==> src/rtl/sdpram_arb_pkg.sv <==
// -----------------------------------------------------------------------------
// sdpram_arb_pkg
// Shared constants and types for the two-requester simple-dual-port RAM
// arbiter.
//   NUM_REQ         : number of requesters per side (write and read)
//   DEF_ADDR_WIDTH  : default RAM address width
//   DEF_DATA_WIDTH  : default RAM data width
//   req_idx_t       : requester index (one bit for two requesters)
// -----------------------------------------------------------------------------
package sdpram_arb_pkg;

    localparam int NUM_REQ        = 2;
    localparam int DEF_ADDR_WIDTH = 6;
    localparam int DEF_DATA_WIDTH = 8;

    typedef logic req_idx_t;

endpackage : sdpram_arb_pkg

==> src/rtl/rr_arb2.sv <==
// -----------------------------------------------------------------------------
// rr_arb2
// Two-way round-robin arbiter with a one-bit priority pointer.
// The grant is purely combinational from req and the pointer. The pointer
// advances only on grants the parent actually accepted, so the parent can mask
// a raw grant (for example on an address collision) without disturbing
// fairness.
// Ports:
//   clk     : clock, rising edge
//   rst     : synchronous active-high reset, clears the pointer to requester 0
//   req     : request per requester
//   accept  : grants accepted this cycle, after any masking by the parent
//   gnt     : raw one-hot (or zero) grant
// -----------------------------------------------------------------------------
module rr_arb2
    import sdpram_arb_pkg::*;
(
    input  logic               clk,
    input  logic               rst,
    input  logic [NUM_REQ-1:0] req,
    input  logic [NUM_REQ-1:0] accept,
    output logic [NUM_REQ-1:0] gnt
);

    req_idx_t ptr_reg;
    req_idx_t ptr_next;

    always_comb begin
        gnt = '0;
        if (req == 2'b11) begin
            gnt = ptr_reg ? 2'b10 : 2'b01;
        end else begin
            gnt = req;
        end
    end

    // Winner i hands priority to the other requester; idle cycles hold.
    always_comb begin
        ptr_next = ptr_reg;
        if (accept[0]) begin
            ptr_next = 1'b1;
        end else if (accept[1]) begin
            ptr_next = 1'b0;
        end
    end

    always_ff @(posedge clk) begin
        if (rst) begin
            ptr_reg <= 1'b0;
        end else begin
            ptr_reg <= ptr_next;
        end
    end

endmodule : rr_arb2

==> src/rtl/sdpram_arbiter.sv <==
// -----------------------------------------------------------------------------
// sdpram_arbiter
// Arbitrates two write requesters and two read requesters onto the write and
// read ports of a simple dual-port RAM. Each side uses its own round-robin
// arbiter. Accepted accesses are registered onto the RAM ports one cycle
// later. Read data returns two cycles after the grant and is steered to the
// issuing requester by a two-stage index pipeline.
// Ports:
//   clk, rst                     : clock and synchronous active-high reset
//   wr_req/wr_addr/wr_data       : write requests per requester
//   wr_gnt                       : combinational one-hot write grant
//   rd_req/rd_addr               : read requests per requester
//   rd_gnt                       : combinational one-hot read grant
//   rd_valid/rd_data             : read return strobe (one-hot) and shared data
//   ram_wena/ram_addra/ram_dina  : RAM write port
//   ram_renb/ram_addrb           : RAM read port
//   ram_doutb                    : RAM read data, one cycle after renb
// -----------------------------------------------------------------------------
module sdpram_arbiter
    import sdpram_arb_pkg::*;
#(
    parameter int ADDR_WIDTH = DEF_ADDR_WIDTH,
    parameter int DATA_WIDTH = DEF_DATA_WIDTH
) (
    input  logic                                 clk,
    input  logic                                 rst,
    input  logic [NUM_REQ-1:0]                   wr_req,
    input  logic [NUM_REQ-1:0][ADDR_WIDTH-1:0]   wr_addr,
    input  logic [NUM_REQ-1:0][DATA_WIDTH-1:0]   wr_data,
    output logic [NUM_REQ-1:0]                   wr_gnt,
    input  logic [NUM_REQ-1:0]                   rd_req,
    input  logic [NUM_REQ-1:0][ADDR_WIDTH-1:0]   rd_addr,
    output logic [NUM_REQ-1:0]                   rd_gnt,
    output logic [NUM_REQ-1:0]                   rd_valid,
    output logic [DATA_WIDTH-1:0]                rd_data,
    output logic                                 ram_wena,
    output logic [ADDR_WIDTH-1:0]                ram_addra,
    output logic [DATA_WIDTH-1:0]                ram_dina,
    output logic                                 ram_renb,
    output logic [ADDR_WIDTH-1:0]                ram_addrb,
    input  logic [DATA_WIDTH-1:0]                ram_doutb
);

    logic [NUM_REQ-1:0]    wr_gnt_raw;
    logic [NUM_REQ-1:0]    rd_gnt_raw;
    req_idx_t              wr_win;
    req_idx_t              rd_win;
    logic                  collision;

    logic                  ram_wena_reg;
    logic [ADDR_WIDTH-1:0] ram_addra_reg;
    logic [DATA_WIDTH-1:0] ram_dina_reg;
    logic                  ram_renb_reg;
    logic [ADDR_WIDTH-1:0] ram_addrb_reg;
    req_idx_t              idx1_reg;      // requester of the read on the RAM port
    logic                  rd_pend_reg;   // ram_doutb carries read data this cycle
    req_idx_t              idx2_reg;      // requester of that returning data
    logic [DATA_WIDTH-1:0] rd_hold_reg;

    rr_arb2 u_wr_arb (
        .clk    (clk),
        .rst    (rst),
        .req    (wr_req),
        .accept (wr_gnt),
        .gnt    (wr_gnt_raw)
    );

    rr_arb2 u_rd_arb (
        .clk    (clk),
        .rst    (rst),
        .req    (rd_req),
        .accept (rd_gnt),
        .gnt    (rd_gnt_raw)
    );

    assign wr_win = wr_gnt_raw[1];
    assign rd_win = rd_gnt_raw[1];

    // A read racing a write to the same address is deferred, so the read
    // lands on the RAM port after the write and returns the new data.
    assign collision = (|wr_gnt_raw) && (|rd_gnt_raw) &&
                       (rd_addr[rd_win] == wr_addr[wr_win]);

    assign wr_gnt = rst ? '0 : wr_gnt_raw;
    assign rd_gnt = (rst || collision) ? '0 : rd_gnt_raw;

    always_ff @(posedge clk) begin
        if (rst) begin
            ram_wena_reg  <= 1'b0;
            ram_addra_reg <= '0;
            ram_dina_reg  <= '0;
            ram_renb_reg  <= 1'b0;
            ram_addrb_reg <= '0;
            idx1_reg      <= 1'b0;
            rd_pend_reg   <= 1'b0;
            idx2_reg      <= 1'b0;
            rd_hold_reg   <= '0;
        end else begin
            ram_wena_reg <= |wr_gnt;
            if (|wr_gnt) begin
                ram_addra_reg <= wr_addr[wr_win];
                ram_dina_reg  <= wr_data[wr_win];
            end
            ram_renb_reg <= |rd_gnt;
            if (|rd_gnt) begin
                ram_addrb_reg <= rd_addr[rd_win];
                idx1_reg      <= rd_win;
            end
            rd_pend_reg <= ram_renb_reg;
            idx2_reg    <= idx1_reg;
            if (rd_pend_reg) begin
                rd_hold_reg <= ram_doutb;
            end
        end
    end

    assign ram_wena  = ram_wena_reg;
    assign ram_addra = ram_addra_reg;
    assign ram_dina  = ram_dina_reg;
    assign ram_renb  = ram_renb_reg;
    assign ram_addrb = ram_addrb_reg;

    genvar gi;
    generate
        for (gi = 0; gi < NUM_REQ; gi++) begin : g_rd_valid
            assign rd_valid[gi] = rd_pend_reg && (int'(idx2_reg) == gi);
        end
    endgenerate

    // RAM data passes straight through when valid; otherwise the last
    // returned word is held.
    assign rd_data = rd_pend_reg ? ram_doutb : rd_hold_reg;

endmodule : sdpram_arbiter

==> config.mk <==
export PLATFORM = sky130hd
export DESIGN_NAME = sdpram_arbiter
export DESIGN_NICKNAME = d
export VERILOG_FILES = /design/src/rtl/sdpram_arb_pkg.sv /design/src/rtl/rr_arb2.sv /design/src/rtl/sdpram_arbiter.sv
export SDC_FILE = /design/constraint.sdc
export NUM_CORES = 1
export LEC_CHECK = 0
export ABC_AREA = 0
export CORE_MARGIN = 2
export CORE_UTILIZATION = 39
export DETAILED_ROUTE_END_ITERATION = 8
export PLACE_DENSITY = 0.88
export SLEW_MARGIN = 30
export SYNTH_ARGS = -nofsm -noshare
export SYNTH_HDL_FRONTEND = slang
export SYNTH_HIERARCHICAL = 1
export SYNTH_SLANG_ARGS = --single-unit
==> constraint.sdc <==
create_clock -name clk -period 2.88 [get_ports clk]
set_clock_uncertainty 0.2 [all_clocks]
set_input_delay 0.288 -clock clk [delete_from_list [all_inputs] [get_ports clk]]
set_output_delay 0.288 -clock clk [all_outputs]
set_load 0.01 [all_outputs]
==> results of run 1 <==
worst max-delay path: stages:
cell and delay, ns:
clkdlybuf4s50_1 0.47, a21boi_2 0.17, buf_6 0.20, mux2i_4 0.27
xnor2_1 0.14, nand4_1 0.14, nor3_2 0.19, buf_4 0.14
nor2_1 0.06, clkbuf_2 0.13
power by group through the flow:
stage / Clock, W / Combinational [W] / Sequential (W)
5_1_grt: 0.000378 / 0.000427 / 0.000541
3_5_place_dp: 0 / 0.000373 / 0.000548
4_1_cts: 0.000357 / 0.000380 / 0.000537
2_1_floorplan: 0 / 0.000163 / 0.000555
3_3_place_gp: 0 / 0.000365 / 0.000546
6_report: 0.000342 / 0.000395 / 0.000536
layer usage:
| metal | global-route usage | vias up |
|---|---|---|
| li1 | - | 835 |
| met1 | 0.193 | 741 |
| met5 | 0 | - |
| met2 | 0.336 | 66 |
| met3 | 0.0783 | 11 |
| met4 | 0.0818 | 0 |
logic make-up after synthesis:
kind of cell / count (synthesis) / synth area share
AND/OR/NAND/NOR: 65 / 0.180
multiplexers: 40 / 0.253
flip-flops: 35 / 0.402
AO/OA/AOI/OAI: 24 / 0.0933
buffers and inverters: 16 / 0.0416
XOR/XNOR: 6 / 0.0302
area by class of cell:
type                            count  area (um^2)
Tap cell                           52         65.1
Clock inverter                      2         12.5
Sequential cell                    35          701
Inverter                            4         15.0
Multi-Input combinational cell    135         1080
Clock buffer                        6         72.6
Fill cell                         362         1330
Timing Repair Buffer              110         1050
layout by cell type, fill, tap and decap left out, types with 4 or more instances in the layout:
cell	count
nor2_1	36
buf_4	19
mux2i_1	17
mux2_4	6
clkdlybuf4s50_1	87
a21oi_1	14
xnor2_1	6
clkbuf_8	5
inv_1	4
mux2i_2	4
mux2_2	8
mux2i_4	5
dfxtp_1	35
nor2b_1	19
per-stage QoR:
stage / hold slack [ns] / std cells
floorplan: 0.150 / 186
global placement: 0.249 / 334
finish: 0.263 / 344
global route: 0.286 / 344
CTS: 0.270 / 342
detailed placement: 0.259 / 334
what timing repair did:
action,CTS,global route
hold endpoints to repair,0,0
buffers inserted,0,2
setup endpoints to repair,2,2
pin swaps,0,3
gates resized for setup,9,15
cells in the mapped netlist:
library cell  instances  area, um^2
or2b_1                1        7.51
buf_6                 1        11.3
a21oi_2               2        17.5
clkbuf_1              7        26.3
nor3b_1               1        7.51
dfxtp_1              35         701
o32a_4                1        22.5
mux2_4                6        90.1
o22ai_1               1        6.26
buf_1                 2        7.51
inv_1                 4        15.0
nor2b_1              19         119
and2_1                1        6.26
mux2_2                8        90.1
nor3_1                2        10.0
nand4_1               1        6.26
nor2_1               36         135
a21oi_1              14        70.1
a21boi_1              2        15.0
or2_2                 1        6.26
o31ai_1               1        7.51
nand2_1               1        3.75
a21boi_0              2        15.0
buf_4                 1        7.51
mux2i_1              26         260
o2bb2ai_1             1        8.76
xnor2_1               6        52.6
nand2b_1              2        12.5
buf_2                 1        5.00
worst paths after layout:
path / slack (ns) / cells after the start / startpoint / end
max: 0.17 / 10 / rd_req[1] / rd_gnt[1]
min: 0.26 / 1 / ram_renb$_SDFF_PP0_ / rd_pend_reg$_SDFF_PP0_
max reg2reg: 0.32 / 10 / u_wr_arb/ptr_reg$_SDFFE_PP0P_ / ram_addrb[2]$_SDFFE_PP0P_
min reg2reg: 0.26 / 1 / ram_renb$_SDFF_PP0_ / rd_pend_reg$_SDFF_PP0_
==> flow_summary.toml, run 1 <==
[outcome]
outcome = "finished clean"

[drt]
wl_met1_mm = 1.74
drcViolationCount = 0
drt-initial-drc-count = 36
met2_wirelength_mm = 2.25
firstDrtPassIters = 4
vias = 1653
wl_per_cell_um = 13.2
ant_nets = 0
viasPerCell = 4.81
top_layer_used = "met4"
drt_wl_total_mm = 4.54
wl_met3_um = 442

[sta]
rsz0062_at_grt = "false"
period_needed_ns = 2.71
setup_viol = 0
slew_headroom = 0.735
slew_violations = 0
timing_hold_violations_final = 0
period_share = 0.941
fmax_mhz = 369
timing.setup.tns_ns = 0
tightest_slew_ns = 0.396
fin_ws_ns = 0.170

[floorplan]
die_w_um = 70.9
dieHeight_um = 70.9
rows = 24
ios = 90
dieArea_mm2 = 0.00502
fp.coreArea_mm2 = 0.00432
initial_utilization = 0.403

[final_layout]
layout.nets = 345
area_delta_synth_final_pct = 71.9
diodes = 0
fin_util = 0.693
design_area_mm2 = 0.00300
drive_above_1_share = 0.212

[pwr]
switching_share = 0.268
intPower_w = 0.000932
power_density_mw_per_mm2 = 425
seqPwrFrac = 0.421
leakage_nw = 1.21
comb_power_share = 0.310
switchingPower_w = 0.000341
power_w = 0.00127
clkPwrFrac = 0.268
max-vdd-ir-drop_uv = 356

[synthesis]
ys_types = 29
seq_area_frac_synth = 0.402
ys_ff_latch = 35
synth.avg_cell_area_um2 = 9.37
ys_warn_count = 6
syn_nets = 240
synth_area_mm2 = 0.00174
netlist_instances = 186

[clock_network]
clk_latency_ns = 0.29
clk_pin_slew_ns = 0.07
hold_buffers = 0
clock_sinks = 35
cts_tree = "done"
root_buffer = "clkbuf_8"
numCtsBuffers = 5
cts_buffer_depth = 2
htreeDepth = 2

[setup_path]
cp_max_fo = 7
crit_type = "primary input to output pin"
worstSetupEndpointType = "output pin"
crit_arrival_ns = 2.22
worstSetupStartpointType = "primary input"
required_ns = 2.39

[hold_path]
hp-class = "flop to flop"

[place]
gp_congestion = 0.744
port_buffers = 89
place_area_mm2 = 0.00281
dpl_worst_slack_ns = -0.304
dp_hpwl_mm = 3.51

[grt]
grt-ovfl-total = 0
grt_usage = 0.189
grt_max_degree = 23
antenna_found_initial = 0
grt_pass1_wl_mm = 7.51
grt_pass1_vias = 1775

[flow_run]
maxCapViolCount = 0
No activity file was read; power rests on OpenSTA's default activity.
==> run 2: changes to the inputs <==
Settings changed: ABC_AREA 0 to 1, CORE_UTILIZATION 39 to 40, PLACE_DENSITY 0.88 to 0.89.
==> run 2 against run 1 <==
  * Sequential share of layout area is 0.29 points higher
  * Utilization is 1.3 points lower
  * Via count is 26% higher
  * Largest power group unchanged
==> flow_summary.toml, run 2 <==
[drt]
top_layer_used = "met4"
wl_met3_um = 325
firstDrtPassIters = 4
ant_nets = 0
drt-initial-drc-count = 93
vias = 2085
wl_met1_mm = 2.34
drcViolationCount = 0
drt_wl_total_mm = 5.27
met2_wirelength_mm = 2.54
viasPerCell = 4.72
wl_per_cell_um = 11.9

[clock_network]
numCtsBuffers = 5
clk_pin_slew_ns = 0.07
root_buffer = "clkbuf_8"
cts_tree = "done"
hold_buffers = 0
clk_latency_ns = 0.28
clock_sinks = 35
htreeDepth = 2
cts_buffer_depth = 2

[synthesis]
synthArstFlopShare = 0
syn_nets = 340
netlist_instances = 286
synth_area_mm2 = 0.00181
synth_top_cell_area_share = 0.387
yosys-top-cells-area = "dfxtp_1, nand2_1, inv_1"
ys.flop_type = "dfxtp_1"
synth.avg_cell_area_um2 = 6.33
synth_top_area_cell = "dfxtp_1"
ys_types = 24
ys_warn_count = 6
synthTopCellsByCount = "nand2_1, inv_1, dfxtp_1, o21ai_0, a21oi_1"
synth_edf_count = 0
seq_area_frac_synth = 0.387
ys_ff_latch = 35
yosysMostFrequentCell = "nand2_1"

[place]
dpl_worst_slack_ns = 0.000474
gp_congestion = 0.824
port_buffers = 89
dp_hpwl_mm = 4.04

[pwr]
comb_power_share = 0.308
switchingPower_w = 0.000371
seqPwrFrac = 0.426
leakage_nw = 1.44
power_density_mw_per_mm2 = 431
switching_share = 0.290
intPower_w = 0.000906
max-vdd-ir-drop_uv = 270
clkPwrFrac = 0.265

[setup_path]
crit_chain = "clkdlybuf4s50_1 -> a21boi_2 -> buf_4 -> inv_2 -> nand2_1 -> nand2_1 -> inv_2 -> nand2_1 -> nand2_1 -> nor2_2 -> nand3_4 -> nand3_1 -> inv_1 -> dlymetal6s2s_1"
cp_max_fo = 9
crit_path_frequent_cell = "nand2_1"
worstSetupStartpointType = "primary input"
worstSetupEndpointType = "output pin"
required_ns = 2.39
slowest_stage = "clkdlybuf4s50_1"
critPathBufInv = 6
crit_type = "primary input to output pin"
crit_family = "buffers and inverters"
crit_arrival_ns = 2.05
slowest_delay_ns = 0.42

[grt]
grt_usage = 0.210
grt_pass1_vias = 2004
grt_pass1_wl_mm = 8.54
grt_max_degree = 27
antenna_found_initial = 0
grt-ovfl-total = 0

[final_layout]
most-common-layout-cells = "nand2_1, clkdlybuf4s50_1, inv_1"
mostFrequentLayoutCell = "nand2_1"
diodes = 0
area_delta_synth_final_pct = 63.4
layout.nets = 443
drive_above_1_share = 0.105

[sta]
setup_viol = 0
fmax_mhz = 394
slew_violations = 0
rsz0062_at_grt = "false"
tightest_slew_ns = 0.492
timing_hold_violations_final = 0
period_share = 0.881
slew_headroom = 0.671
fin_ws_ns = 0.343
period_needed_ns = 2.54
hold_ws_ns = 0.223
timing.setup.tns_ns = 0

[flow_run]
maxCapViolCount = 0

[floorplan]
dieHeight_um = 71.3
dieArea_mm2 = 0.00508
ios = 90
initial_utilization = 0.416
fp.coreArea_mm2 = 0.00435
rows = 24
die_w_um = 71.3

[outcome]
outcome = "finished clean"

[hold_path]
hp-class = "flop to flop"
==> run 2: changes by cell type after synthesis, sizes merged, moves of 5 or more <==
cell,change
mux2i,-26
inv,+37
nor2,-22
nand4,+5
a31oi,+8
nor2b,-19
o21ai,+17
nand3,+7
nand2,+124
mux2,-14
xnor2,-6
==> run 2: metal layers <==
layer / track usage / vias to the layer above
met4: 0.0671 / 0
met3: 0.0520 / 8
met5: 0 / -
met1: 0.255 / 904
met2: 0.363 / 75
li1: - / 1098
==> run 2: final cells by class <==
class / count / area, um^2
sequential: 35 / 701
clock buffer: 7 / 76.3
timing repair buffer: 107 / 1040
multi-input combinational: 198 / 915
tap: 52 / 65.1
clock inverter: 1 / 5.00
fill: 369 / 1390
inverter: 42 / 158
==> run 2: cell families after synthesis <==
kind of cell,Yosys count,synth area share
AO/OA/AOI/OAI,46,0.142
AND/OR/NAND/NOR,152,0.354
buffers and inverters,53,0.117
flip-flops,35,0.387
==> run 2: what timing repair did <==
| item | 4_1_cts | 5_1_grt |
|---|---|---|
| cloned | 1 | 0 |
| setup buffers | 0 | 0 |
| gates resized for setup | 2 | 4 |
| endpoints found under the setup margin | 2 | 2 |
| pin swaps | 0 | 1 |
==> run 2: per-stage QoR <==
| step | cell area [um^2] | util | cells | power, W |
|---|---|---|---|---|
| 6_report | 2960 | 0.680 | 442 | 0.00128 |
| 5_1_grt | 2960 | 0.680 | 442 | 0.00135 |
| 4_1_cts | 2940 | 0.676 | 442 | 0.00128 |
| 3_5_place_dp | 2850 | 0.655 | 433 | 0.000944 |
| 3_3_place_gp | 2850 | 0.655 | 433 | 0.000934 |
| 2_1_floorplan | 1810 | - | 286 | 0.000726 |
==> run 2: worst reg2reg max path, delay by kind of cell, from the launching register on <==
family                 cells  cell delay [ns]
flip-flops                 1             0.35
AO/OA/AOI/OAI              2             0.30
AND/OR/NAND/NOR            6             0.57
buffers and inverters      3             0.41
==> run 2: path summary, 6_finish.rpt <==
kind / slack [ns] / start / cells past startpoint / end
worst max-delay path: 0.34 / rd_req[1] / 14 / rd_gnt[1]
worst min-delay path: 0.22 / idx1_reg$_SDFFE_PP0P_ / 2 / idx2_reg$_SDFF_PP0_
worst max register to register: 0.94 / u_wr_arb/ptr_reg$_SDFFE_PP0P_ / 11 / ram_addrb[3]$_SDFFE_PP0P_
worst min register to register: 0.22 / idx1_reg$_SDFFE_PP0P_ / 2 / idx2_reg$_SDFF_PP0_
==> run 2: power by group through the flow <==
| stage | clock (W) | combinational [W] | sequential (W) |
|---|---|---|---|
| after floorplan | 0 | 0.000159 | 0.000566 |
| after CTS | 0.000347 | 0.000393 | 0.000544 |
| after global routing | 0.000369 | 0.000429 | 0.000548 |
| final | 0.000339 | 0.000393 | 0.000545 |
| after detailed placement | 0 | 0.000389 | 0.000555 |
| after global placement | 0 | 0.000380 | 0.000554 |
